`src/rtl/mul_tree_result_drain.sv`:
```
// Result drain for mul_tree_bf16: buffers strobed lane groups in a small FIFO and
// serializes the valid lanes, lowest index first, onto a valid/ready word stream.
module mul_tree_result_drain #(
    parameter int unsigned DW    = 16,
    parameter int unsigned DEPTH = 4
) (
    input  logic                       clk,
    input  logic                       rst,
    input  logic [4*DW-1:0]            res_in,
    input  logic [3:0]                 res_stb,
    output logic [DW-1:0]              out_data,
    output logic [1:0]                 out_lane,
    output logic                       out_last,
    output logic                       out_valid,
    input  logic                       out_ready,
    input  logic                       ovf_clr,
    output logic                       overflow,
    output logic [$clog2(DEPTH):0]     level
);

    localparam int unsigned AW = $clog2(DEPTH);
    localparam int unsigned LW = AW + 1;

    typedef enum logic {StEmpty, StSend} state_e;

    // FIFO storage; no reset needed since level gates every read.
    logic [4*DW-1:0] mem_data [DEPTH];
    logic [3:0]      mem_stb  [DEPTH];

    logic [AW-1:0]   wptr_q, wptr_d;
    logic [AW-1:0]   rptr_q, rptr_d;
    logic [LW-1:0]   level_q, level_d;
    logic [4*DW-1:0] hold_q, hold_d;
    logic [3:0]      rm_q, rm_d;
    logic            ovf_q, ovf_d;

    state_e          state;
    logic            fifo_empty;
    logic            fifo_full;
    logic            hs;
    logic            pop;
    logic            push;
    logic            drop;
    logic [3:0]      rm_clr;
    logic [1:0]      lane;
    logic [DW-1:0]   lane_data [4];

    always_comb begin
        state = (rm_q == 4'd0) ? StEmpty : StSend;
    end

    always_comb begin
        for (int i = 0; i < 4; i++) begin
            lane_data[i] = hold_q[i*DW +: DW];
        end
    end

    // Lowest set bit of the remaining mask picks the lane on the bus.
    always_comb begin
        lane = 2'd0;
        for (int i = 3; i >= 0; i--) begin
            if (rm_q[i]) begin
                lane = 2'(i);
            end
        end
    end

    always_comb begin
        rm_clr     = rm_q & (rm_q - 4'd1);
        out_valid  = (state == StSend);
        out_lane   = lane;
        out_last   = (state == StSend) && (rm_clr == 4'd0);
        out_data   = (state == StSend) ? lane_data[lane] : '0;
        overflow   = ovf_q;
        level      = level_q;

        fifo_empty = (level_q == '0);
        fifo_full  = (level_q == LW'(DEPTH));
        hs         = out_valid && out_ready;
        pop        = !fifo_empty && ((state == StEmpty) || (hs && out_last));
        push       = (res_stb != 4'd0) && (!fifo_full || pop);
        drop       = (res_stb != 4'd0) && !push;
    end

    always_comb begin
        wptr_d  = wptr_q;
        rptr_d  = rptr_q;
        level_d = level_q;
        hold_d  = hold_q;
        rm_d    = rm_q;
        ovf_d   = ovf_q;

        if (push) begin
            wptr_d = wptr_q + AW'(1);
        end
        if (pop) begin
            rptr_d = rptr_q + AW'(1);
        end
        unique case ({push, pop})
            2'b10:   level_d = level_q + LW'(1);
            2'b01:   level_d = level_q - LW'(1);
            default: level_d = level_q;
        endcase

        // A load replaces the mask outright, so it takes priority over clearing a bit.
        if (pop) begin
            hold_d = mem_data[rptr_q];
            rm_d   = mem_stb[rptr_q];
        end else if (hs) begin
            rm_d = rm_clr;
        end

        if (drop) begin
            ovf_d = 1'b1;
        end else if (ovf_clr) begin
            ovf_d = 1'b0;
        end
    end

    always_ff @(posedge clk) begin
        if (push) begin
            mem_data[wptr_q] <= res_in;
            mem_stb[wptr_q]  <= res_stb;
        end
    end

    always_ff @(posedge clk or posedge rst) begin
        if (rst) begin
            wptr_q  <= '0;
            rptr_q  <= '0;
            level_q <= '0;
            hold_q  <= '0;
            rm_q    <= 4'd0;
            ovf_q   <= 1'b0;
        end else begin
            wptr_q  <= wptr_d;
            rptr_q  <= rptr_d;
            level_q <= level_d;
            hold_q  <= hold_d;
            rm_q    <= rm_d;
            ovf_q   <= ovf_d;
        end
    end

endmodule

```
`config.mk`:
```
export PLATFORM = sky130hd
export DESIGN_NAME = mul_tree_result_drain
export DESIGN_NICKNAME = d
export VERILOG_FILES = /design/src/rtl/mul_tree_result_drain.sv
export SDC_FILE = /design/constraint.sdc
export NUM_CORES = 1
export LEC_CHECK = 0
export BUFFER_PORTS_ARGS = -buffer_cell sky130_fd_sc_hd__buf_2
export CAP_MARGIN = 20
export CORE_AREA = 3 3 159 161
export CTS_BUF_LIST = sky130_fd_sc_hd__clkbuf_4 sky130_fd_sc_hd__clkbuf_8
export DETAILED_ROUTE_END_ITERATION = 10
export DIE_AREA = 0 0 162 164
export PLACE_DENSITY = 0.88
export SLEW_MARGIN = 20
export SYNTH_ARGS = -nofsm -noshare
export SYNTH_HDL_FRONTEND = slang
export SYNTH_SLANG_ARGS = --single-unit
```
`constraint.sdc`:
```
create_clock -name clk -period 3.41 [get_ports clk]
set_clock_uncertainty 0.15 [all_clocks]
set_input_delay 0.5115 -clock clk [delete_from_list [all_inputs] [get_ports clk]]
set_output_delay 0.5115 -clock clk [all_outputs]
set_load 0.01 [all_outputs]
```
== Word level (Yosys, flattened, before mapping) ==
Memories as Yosys holds them, arrays and structs flattened. A register that Yosys moved wholly into a read port is not among the register bits.
Cells that the tools add are included.
Cells by class
  $add $sub $neg: 5
  equal/unequal tests: 3
  reductions and logical operators: 18
  muxes and demuxes: 16
  bitwise gates (word level): 2
  order comparisons: 1
Operator list (count)
  16-bit 2-to-1 mux: 3
  16-bit binary-select mux with 2-bit select: 1
  4-bit zero test: 2
  2-bit 2-to-1 mux: 4
  4-bit 2-to-1 mux: 2
  1-bit logical AND: 6
  3-bit one-hot mux with 2 select lines: 1
  2-bit nonzero test: 3
  1-bit 2-to-1 mux: 5
  2-bit by 1-bit adder with 2-bit output (second input constant): 2
  4-bit AND: 1
  4-bit nonzero test: 1
  4-bit by 1-bit subtractor with 4-bit output (second input constant): 1
  3-bit by 1-bit adder with 3-bit output (second input constant): 1
  3-bit == test (second input constant): 1
  3-bit >= comparator (second input constant): 1
  1-bit zero test: 3
  3-bit zero test: 1
  2-bit NOT with 3-bit output: 1
  3-bit by 1-bit subtractor with 3-bit output (second input constant): 1
  2-bit by 1-bit == test with 1-bit output (second input constant): 1
  2-bit == test (second input constant): 1
  1-bit logical OR: 2
Storage, ports and cells
  output and inout bits: 24
  logic and storage cells: 52
  register bits: 12
  memories: 2
  input bits: 72
  bits in writable memories: 272
Memories
  mem_data: words 4, bits a word 64, read ports 1, clocked after Yosys merged registers in 1, write ports 1, RTL line 27  | logic [4*DW-1:0] mem_data [DEPTH];
  mem_stb: words 4, bits a word 4, read ports 1, clocked after Yosys merged registers in 0, write ports 1, RTL line 28  | logic [3:0] mem_stb [DEPTH];

== Longest topological paths before layout ==
Gate-level depths: netlist (run 1).
  depth after elaboration: 12
  mapped depth: 12
  gate-level depth less buffers: 9

== Worst setup path before layout (run 1) ==
Ideal clock, no wire load.
  kind: flip-flop to flip-flop
  from: register rm_q[2]
  to: memory mem_data[2][0] in the netlist's numbering, enable pin
  required time: 2827 ps
  buffers on the path: 1
  path slack: -274 ps
  arrival time: 3100 ps
  cell stages (with the launch flop): 6
  period minus slack after synthesis: 3684 ps
  setup time: 433 ps
  cell sequence: dfrtp_1 -> buf_6 -> or4b_4 -> and3_1 -> a21oi_2 -> and2_1
Between the ends
  cells in the longest elaborated chain, start to end: 11
  elaborated cells on any way between the ends: 14
  those cells by class: 1 x add/sub; 3 x mux; 1 x bitwise; 9 x reduce/logical
Ends and longest elaborated chain
  from (decl): RTL line 34  | logic [3:0] rm_q, rm_d;
  from (signal assigned): RTL line 140  | rm_q <= rm_d;
  4-bit by 1-bit subtractor with 4-bit output: RTL line 69  | rm_clr = rm_q & (rm_q - 4'd1);
  4-bit AND: RTL line 69
  4-bit zero test: RTL line 72  | out_last = (state == StSend) && (rm_clr == 4'd0);
  1-bit logical AND: RTL line 72
  1-bit logical AND: RTL line 80  | pop = !fifo_empty && ((state == StEmpty) || (hs && out_last));
  1-bit logical OR (*): RTL line 80
  1-bit logical AND (*): RTL line 80
  1-bit logical OR (*): RTL line 81  | push = (res_stb != 4'd0) && (!fifo_full || pop);
  1-bit logical AND (*): RTL line 81
  1-bit 2-to-1 mux (*): RTL line 121  | if (push) begin
  1-bit 2-to-1 mux (implied by the code) (*): RTL line 122  | mem_data[wptr_q] <= res_in;
  to (decl): RTL line 27
Mark *: on every way between the ends. The rest lies on a longest branch, timed or not.

== Final worst setup path (run 1) ==
  from: register rm_q[2]
  to: output out_data[10]
Between the ends
  cells in the longest elaborated chain, start to end: 8
  elaborated cells on any way between the ends: 9
  those cells by class: 7 x mux; 1 x bitwise; 1 x reduce/logical
Ends and longest elaborated chain
  2-bit 2-to-1 mux (3 in series): RTL line 62  | if (rm_q[i]) begin
  2-bit NOT with 3-bit output (implied by the code): RTL line 73  | out_data = (state == StSend) ? lane_data[lane] : '0;
  16-bit binary-select mux with 2-bit select: RTL line 73
  16-bit 2-to-1 mux (implied by the code) (2 in series): RTL line 73
  16-bit 2-to-1 mux (*): RTL line 73
  to (decl): RTL line 11  | output logic [DW-1:0] out_data,
Mark *: on every way between the ends. The rest lies on a longest branch, timed or not. The select of a mux whose other input is x is not followed.

==> results of run 1 <==
[state kept, by name, indices dropped and copies added, names as in the netlist]
| name | cells |
|---|---|
| mem_data | 256 |
| level | 3 |
| rm_q | 4 |
| mem_stb | 16 |
| overflow | 1 |
| rptr_q | 2 |
| wptr_q | 2 |
| hold_q | 64 |
[final cells by class]
cell class | instances | area (sq um)
flip-flops and latches | 348 | 10100
fillers | 1511 | 8430
multi-input cells | 218 | 3170
clock buffers | 84 | 1020
repair buffers | 125 | 877
well taps | 324 | 405
clock inverters | 9 | 65.1
inverters | 12 | 51.3
diodes | 2 | 5.00
[cell usage in the layout, fill, tap and decap left out, drive strengths merged, types with 5 or more instances in the layout]
cell / instances
clkbuf: 84
clkinv: 9
edfxtp: 272
dfrtp: 76
buf: 114
dlygate4sd3: 11
ha: 5
inv: 11
mux4: 84
and2: 20
nor2: 6
mux2: 66
[metal layers]
metal  vias to the layer above  global-route usage  routed length [microns]
met4                        10              0.0659                      553
li1                       2779                   -                        -
met2                       260               0.318                    12800
met3                        58              0.0580                     2160
met1                      3383               0.279                    10200
met5                         -                   0                       71
[per-stage QoR]
| step | hold slack [ns] | TNS (ns) |
|---|---|---|
| after floorplan | 0.303 | 0 |
| after global placement | 0.318 | 0 |
| after detailed placement | 0.329 | 0 |
| after CTS | 0.000238 | 0 |
| after global routing | 0.00122 | -0.0327 |
| final | 0.0272 | 0 |
[final timing paths]
| check | start | to | depth (start not counted) | slack, ns |
|---|---|---|---|---|
| setup / recovery | rm_q[2] | out_data[10] | 6 | 0.13 |
| min in group asynchronous | rst | level[0] | 3 | 0.41 |
| hold / removal | res_in[14] | mem_data[0][14] | 1 | 0.03 |
| max in group asynchronous | rst | hold_q[19] | 4 | 1.92 |
| hold reg to reg | hold_q[25] | hold_q[25] | 1 | 0.35 |
| setup reg to reg | rm_q[2] | level[2] | 9 | 0.46 |
[cell families after synthesis]
| family | share of synthesized area |
|---|---|
| compound gates | 0.00819 |
| fa+ha+maj | 0.00614 |
| mux | 0.199 |
| simple gates | 0.0183 |
| buf+inv | 0.0159 |
| xor+xnor | 0.00391 |
| flops | 0.749 |
[worst register-to-register path, cell delays in order (launching register included)]
cell     delay, ns
dfrtp_1       0.48
or4b_4        0.57
and3_1        0.22
a21oi_2       0.34
inv_1         0.09
ha_1          0.23
fa_1          0.38
xnor2_1       0.18
nor2_1        0.07
xor2_1        0.13
[power by group]
| part | internal [W] | switching [W] | total, W |
|---|---|---|---|
| combinational | 0.00306 | 0.00281 | 0.00587 |
| clock | 0.00196 | 0.00145 | 0.00342 |
| sequential | 0.00646 | 0.000726 | 0.00718 |
| total | 0.0115 | 0.00499 | 0.0165 |
[repair_timing]
action	CTS	global route
endpoints found under the setup margin	5	12
resized for setup	1	2
hold endpoints to repair	30	32
hold buffers	9	2
pin swaps	0	0
==> impl_metrics.toml, run 1 <==
[timing]
worstMarginPinSlew_ns = 0.683
slew_violations = 0
rsz0062_at_grt = "true"
layout_worst_path_cycle_share = 0.963
setup_violations = 0
fmax_mhz = 304
relSlewSlack = 0.544
hold_viol_final = 0
final.min_clock_period_ns = 3.28
setup_ws_ns = 0.125

[setup_path]
cp_cell_sequence = "nand2b_1 > a21o_1 > buf_6 > mux4_2 > and2_1 > buf_2"
required_ns = 2.75
end_kind = "output pin"
slowest_delay_ns = 0.52
setup.worst_path.class = "flip-flop to output pin"
startpoint_type = "flip-flop"
worstPathMaxFanout = 14
worst_path_max_delay_cell = "mux4_2"
cp_data_arrival_time_ns = 2.62
crit_family = "multiplexers"
crit_buf_inv = 2

[global_route]
grt_pass1_wl_microns = 40600
track_usage = 0.202
antenna_found_initial = 6
grt_max_degree = 68
overflow = 0
grt_pass1_vias = 7104

[placed_design]
placed_area_sq_um = 14400
dp_cells = 1015
portBuffers = 95
dp_hpwl_microns = 16400
gp_congestion = 0.814
post-place-ws_ns = 0.386

[routing]
wl_microns = 25800
drc = 0
drtIter0Drc = 511
viasPerCell = 5.78
vias = 6490
ant_nets = 0
dr.pass1.iters = 5
post_drt_wl_per_cell_microns = 23.0

[clocking]
clk_latency_ns = 0.55
cts_tree = "yes"
cts_buffers = 50
h-tree-depth = 2
path_clk_slew_ns = 0.07
clk_path_buf_depth = 3
cts_sinks = 348
post-cts-setup-buffers = 0
cts_root_buf = "clkbuf_8"

[pwr]
vdd_drop_max_v = 0.000664
p_total_w = 0.0165
p_leak_nw = 5.66
pwr_density_cell_nw_per_um2 = 1050

[job]
maxCapViolations = 0

[yosys]
netlist_top_cells_count = "edfxtp_1 (272), mux4_2 (84), dfrtp_1 (76)"
synthCells = 608
async_flop_share = 0.218
synth_area_per_cell_sq_um = 22.1
yosysWarnings = 0
synthesis.nets = 686
ys_seq_area_frac = 0.749
synth_area_leaders = "edfxtp_1 (61%), dfrtp_1 (14%), mux4_2 (14%), mux2_2 (4.2%), and2_1 (0.93%)"
synth_enable_flop_cells = 272
synth_largest_area_cell = "edfxtp_1"
netlist.area_leader.share = 0.607
yosys_register_bits = 348
synth_ff_type = "edfxtp_1"
yosysUniqueCellTypes = 39
yosysMostFrequentCell = "edfxtp_1"
netlist_area_sq_um = 13400

[final_layout]
final_cells = 1122
fin_util = 0.650
drive_above_1_share = 0.451
finalNetCount = 833
area_growth_pct = 16.6
stdcell_area_sq_um = 15700

[run_status]
status = "completed"

[floorplan]
core_sq_um = 24100
initial_core_util = 0.558
die_x_microns = 162
fp.dieH_microns = 164
rows = 57
dieArea_sq_um = 26600
io-pin-count = 96

[hold_path]
holdCritPathClass = "input port to flip-flop"
Note: power is estimated with default switching activity, not from simulation.
==> run 2: changes to the inputs <==
==> constraint.sdc (replaced) <==
create_clock -name clk -period 3.41 [get_ports clk]
set_clock_uncertainty 0.15 [all_clocks]
set_input_delay 0.8525 -clock clk [delete_from_list [all_inputs] [get_ports clk]]
set_output_delay 0.8525 -clock clk [all_outputs]
set_load 0.01 [all_outputs]
==> impl_metrics.toml, run 2 (synthesized netlist as in run 1, its figures left out) <==
[run_status]
status = "completed"

[timing]
layout_worst_path_cycle_share = 0.974
fmax_mhz = 301
relSlewSlack = 0.541
worstMarginPinSlew_ns = 0.689
hold_viol_final = 0
fin_setup_tns_ns = 0
final.min_clock_period_ns = 3.32
setup_violations = 0
slew_violations = 0

[clocking]
cts_tree = "yes"
path_clk_slew_ns = 0.06
clk_latency_ns = 0.55
clk_path_buf_depth = 3
cts_buffers = 51
h-tree-depth = 2
hold_buffers = 0
cts_root_buf = "clkbuf_8"
cts_sinks = 348

[final_layout]
num-fill-cells = 1560
finalNetCount = 833
drive_above_1_share = 0.468
largestRegisters = "mem_data: 256 flops, hold_q: 64 flops, mem_stb: 16 flops"
area_growth_pct = 16.4
regMostFlops = "mem_data"
final_cell_mix = "edfxtp_1 (272), buf_2 (95), mux4_2 (84), dfrtp_1 (70), clkbuf_8 (53)"
largest_register_ffs = 256
stdcell_area_sq_um = 15600
mostFrequentLayoutCell = "edfxtp_1"

[floorplan]
rows = 57
core_sq_um = 24100
die_x_microns = 162
io-pin-count = 96
dieArea_sq_um = 26600
initial_core_util = 0.558
fp.dieH_microns = 164

[placed_design]
placed_area_sq_um = 14500
portBuffers = 95
dp_hpwl_microns = 16400
gp_congestion = 0.793

[global_route]
overflow = 0
track_usage = 0.200
antenna_found_initial = 10
grt_pass1_vias = 7219
grt_max_degree = 68
grt_pass1_wl_microns = 40400

[pwr]
pwr_density_cell_nw_per_um2 = 1060
p_leak_nw = 5.64
vdd_drop_max_v = 0.000616
p_total_w = 0.0165

[setup_path]
rrSetupSlack_ns = 0.58
end_kind = "output pin"
r2r_cells = 10
startpoint_type = "flip-flop"
setup.worst_path.class = "flip-flop to output pin"
worstPathMaxFanout = 7
required_ns = 2.41
cp_data_arrival_time_ns = 2.32

[routing]
vias = 6468
drtIter0Drc = 582
wl_microns = 25600
viasPerCell = 5.76
post_drt_wl_per_cell_microns = 22.8
dr.pass1.iters = 5
ant_nets = 0
drc = 0

[job]
maxCapViolations = 0

[hold_path]
holdCritPathClass = "input port to async pin"
[run 2: per-layer routing]
layer  GRT usage  up-vias  routed length, microns  part of all wire
li1            -     2776                       -                 -
met1       0.264     3359                    9930              0.39
met2       0.324      244                   12800              0.50
met3      0.0547       73                    2080             0.081
met4      0.0725       16                     651             0.025
met5           0        -                      73            0.0029
[run 2: per-stage QoR]
step | utilization | hold WS, ns | std cells | setup slack (ns)
CTS | 0.647 | 0.168 | 1115 | 0.00854
floorplan | - | 0.303 | 608 | 0.157
global route | 0.649 | 0.208 | 1121 | -0.0153
finish | 0.649 | 0.194 | 1122 | 0.0880
detailed placement | 0.602 | 0.340 | 1019 | 0.262
global placement | 0.602 | 0.314 | 1019 | 0.302
[run 2: worst max-delay path, stage by stage, from the launching register on]
cell and delay (ns):
dfrtp_2 0.46, nor2_4 0.14, o21ai_2 0.09, bufinv_8 0.25
mux4_2 0.51, and2_1 0.18, buf_2 0.14
[run 2: timing repair]
action | in CTS | in global routing
buffers inserted | 3 | 4
pin swaps | 0 | 1
endpoints found under the setup margin | 14 | 11
resized for setup | 12 | 2
[run 2: area by class of cell]
cell class / count / area, sq um / area share
Inverter: 12 / 60.1 / 0.00384
Sequential cell: 348 / 10100 / 0.644
Timing Repair Buffer: 124 / 893 / 0.0571
Multi-Input combinational cell: 218 / 3200 / 0.204
Clock inverter: 20 / 125 / 0.00800
Tap cell: 324 / 405 / 0.0259
Antenna cell: 3 / 7.51 / 0.000480
Clock buffer: 73 / 880 / 0.0562
[run 2: final timing paths]
path | to | from
setup / recovery | out_data[4] | rm_q[1]
hold / removal | level[0] | rst
setup reg to reg | level[2] | rm_q[2]
hold reg to reg | hold_q[18] | hold_q[18]
max in group asynchronous | hold_q[4] | rst
min in group clk | hold_q[18] | hold_q[18]
[run 2: where the power goes]
group / leakage (nW) / internal [W] / switching (W)
Combinational: 1.68 / 0.00327 / 0.00281
Clock: 0.537 / 0.00174 / 0.00147
Sequential: 3.42 / 0.00646 / 0.000766
Total: 5.64 / 0.0115 / 0.00505
==> run 3: changes to the inputs <==
--- a/config.mk
+++ b/config.mk
@@ -5,12 +5,13 @@
 export SDC_FILE = /design/constraint.sdc
 export NUM_CORES = 1
 export LEC_CHECK = 0
+export ABC_AREA = 1
 export BUFFER_PORTS_ARGS = -buffer_cell sky130_fd_sc_hd__buf_2
 export CAP_MARGIN = 20
-export CORE_AREA = 3 3 159 161
+export CORE_AREA = 3 3 161 163
 export CTS_BUF_LIST = sky130_fd_sc_hd__clkbuf_4 sky130_fd_sc_hd__clkbuf_8
 export DETAILED_ROUTE_END_ITERATION = 10
-export DIE_AREA = 0 0 162 164
+export DIE_AREA = 0 0 164 166
 export PLACE_DENSITY = 0.88
 export SLEW_MARGIN = 20
 export SYNTH_ARGS = -nofsm -noshare
==> impl_metrics.toml, run 3 <==
[floorplan]
initial_core_util = 0.558
die_x_microns = 164
dieArea_sq_um = 27200
core_sq_um = 24500
fp.dieH_microns = 166
rows = 57
io-pin-count = 96

[final_layout]
mostFrequentLayoutCell = "edfxtp_1"
finalNetCount = 1301
regMostFlops = "mem_data"
largest_register_ffs = 256
n_antenna_cell = 0
final_cells = 1589
area_growth_pct = 15.0
drive_above_1_share = 0.181
num-fill-cells = 1619
final_cell_mix = "edfxtp_1 (272), nand2_1 (175), o21ai_0 (164), nor2_1 (143), buf_2 (95)"
largestRegisters = "mem_data: 256 flops, hold_q: 64 flops, mem_stb: 16 flops"

[setup_path]
slowest_delay_ns = 0.44
setup.worst_path.start = "rm_q[1]"
worst_path_max_delay_cell = "dfrtp_1"
r2r_cells = 12
reg2reg_to = "level[2]"
cp_data_arrival_time_ns = 2.36
cp_cell_sequence = "inv_1 > nand2_1 > nand2_2 > inv_2 > buf_4 > clkbuf_16 > nand2_1 > o211ai_1 > a21oi_1 > buf_2"
cpMostUsedCell = "nand2_1"
reg2reg_from = "rm_q[1]"
rrSetupSlack_ns = 0.57
worstPathMaxFanout = 14
setup.worst_path.end = "out_data[3]"
startpoint_type = "flip-flop"
end_kind = "output pin"
required_ns = 2.41
setup.worst_path.class = "flip-flop to output pin"

[clocking]
clk_path_buf_depth = 3
cts_tree = "yes"
cts_buffers = 50
cts_root_buf = "clkbuf_8"
hold_buffers = 0
h-tree-depth = 2
clk_latency_ns = 0.58
cts_sinks = 348
path_clk_slew_ns = 0.07

[yosys]
synth_area_per_cell_sq_um = 12.2
synth_area_leaders = "edfxtp_1 (60%), dfrtp_1 (14%), o21ai_0 (6.1%), nand2_1 (4.8%), nor2_1 (4.0%)"
yosysUniqueCellTypes = 31
synth_ff_type = "edfxtp_1"
netlist_top_cells_count = "edfxtp_1 (272), nand2_1 (176), o21ai_0 (165)"
yosys_register_bits = 348
synth_largest_area_cell = "edfxtp_1"
ys_seq_area_frac = 0.738
synth_enable_flop_cells = 272
yosysMostFrequentCell = "edfxtp_1"
synthesis.nets = 1198
synthCells = 1120
async_flop_share = 0.218
netlist_area_sq_um = 13600
netlist.area_leader.share = 0.599
yosysWarnings = 0

[routing]
dr.pass1.iters = 7
wl_microns = 30700
post_drt_wl_per_cell_microns = 19.3
ant_nets = 0
viasPerCell = 5.78
drtIter0Drc = 1023
drc = 0
vias = 9181

[global_route]
overflow = 0
met2_usage = 0.345
grt_max_degree = 95
grt_pass1_wl_microns = 46500
antenna_found_initial = 5
busiest_layer = "met2"
globalRouteMet1Util = 0.296
track_usage = 0.220
met3_usage = 0.0551
grt_pass1_vias = 8722

[timing]
relSlewSlack = 0.389
setup_violations = 0
hold_viol_final = 0
final.min_clock_period_ns = 3.36
worstMarginPinSlew_ns = 0.917
fmax_mhz = 297
setup_ws_ns = 0.0472
layout_worst_path_cycle_share = 0.986
slew_violations = 0

[hold_path]
holdCritPathClass = "input port to async pin"

[placed_design]
gp_congestion = 0.827
dp_cells = 1489
portBuffers = 95
dp_hpwl_microns = 17900
post-place-ws_ns = 0.102

[pwr]
p_leak_nw = 6.02
vdd_drop_max_v = 0.000654
pwr_density_cell_nw_per_um2 = 1080

[job]
maxCapViolations = 0

[run_status]
status = "completed"
[run 3: changes by cell type after synthesis, moves of 9 or more]
cell,previous run,this run
nand2_1,2,176
o21ai_0,3,165
nor2_1,6,147
mux4_2,84,0
o22ai_1,1,68
mux2_2,50,1
inv_1,10,48
a21oi_1,1,34
clkbuf_1,15,44
o21ai_1,0,21
and2_1,20,0
o211ai_1,0,13
mux2_1,9,0
[run 3: per-layer routing]
layer / vias up / share of wire
met5: - / 0.0018
met4: 10 / 0.036
met3: 84 / 0.092
met2: 474 / 0.48
met1: 4421 / 0.39
li1: 4192 / -
[run 3: layout make-up]
class                      count  area, sq um  share of cell area
clock inverter                21          168              0.0107
sequential                   348        10100               0.642
tap                          324          405              0.0258
inverter                      51          199              0.0127
timing repair buffer         119          798              0.0509
multi-input combinational    653         3130               0.199
clock buffer                  73          923              0.0588
[run 3: logic make-up after synthesis]
logic type / share of synthesized area
DFF: 0.738
and+or+nand+nor: 0.0967
xor gates and xnor gates: 0.00193
adders and majority gates: 0.00605
buffers and inverters: 0.0368
muxes: 0.000825
AOI/OAI and AO/OA: 0.120
[run 3: what timing repair did]
action                                  CTS  global route
buffers inserted                          0             2
endpoints found under the hold margin     0             0
gates cloned                              0             1
pin swaps                                 0             2
endpoints found under the setup margin    4            14
resized for setup                         3            14
[run 3: where the power goes]
group	internal [W]	switching, W
clock network	0.00197	0.00153
logic	0.00198	0.00450
registers	0.00643	0.000589
total	0.0104	0.00662
[run 3: per-stage QoR]
stage                util  area, sq um  hold WS [ns]  TNS (ns)  total power, W
CTS                 0.636        15500         0.204         0          0.0167
detailed placement  0.591        14400         0.311         0          0.0132
floorplan               -        13700         0.294    -66.27          0.0111
global route        0.642        15700         0.199    -0.185          0.0180
finish              0.642        15700         0.175         0          0.0170
global placement    0.591        14400         0.309         0          0.0129
[run 3: worst min-delay path by stage]
stage,slack [ns],cells after the start,end,from
floorplan,0.29,2,hold_q[16],hold_q[16]
global placement,0.31,2,hold_q[53],hold_q[53]
detailed placement,0.31,2,hold_q[53],hold_q[53]
CTS,0.20,3,overflow,rst
global route,0.20,3,overflow,rst
finish,0.18,3,overflow,rst
[run 3: critical path, delay by kind of cell, from the launching register on]
kind	cells	cell delay, ns
DFF	1	0.44
AOI/OAI and AO/OA	2	0.40
and+or+nand+nor	3	0.25
buffers and inverters	5	0.69
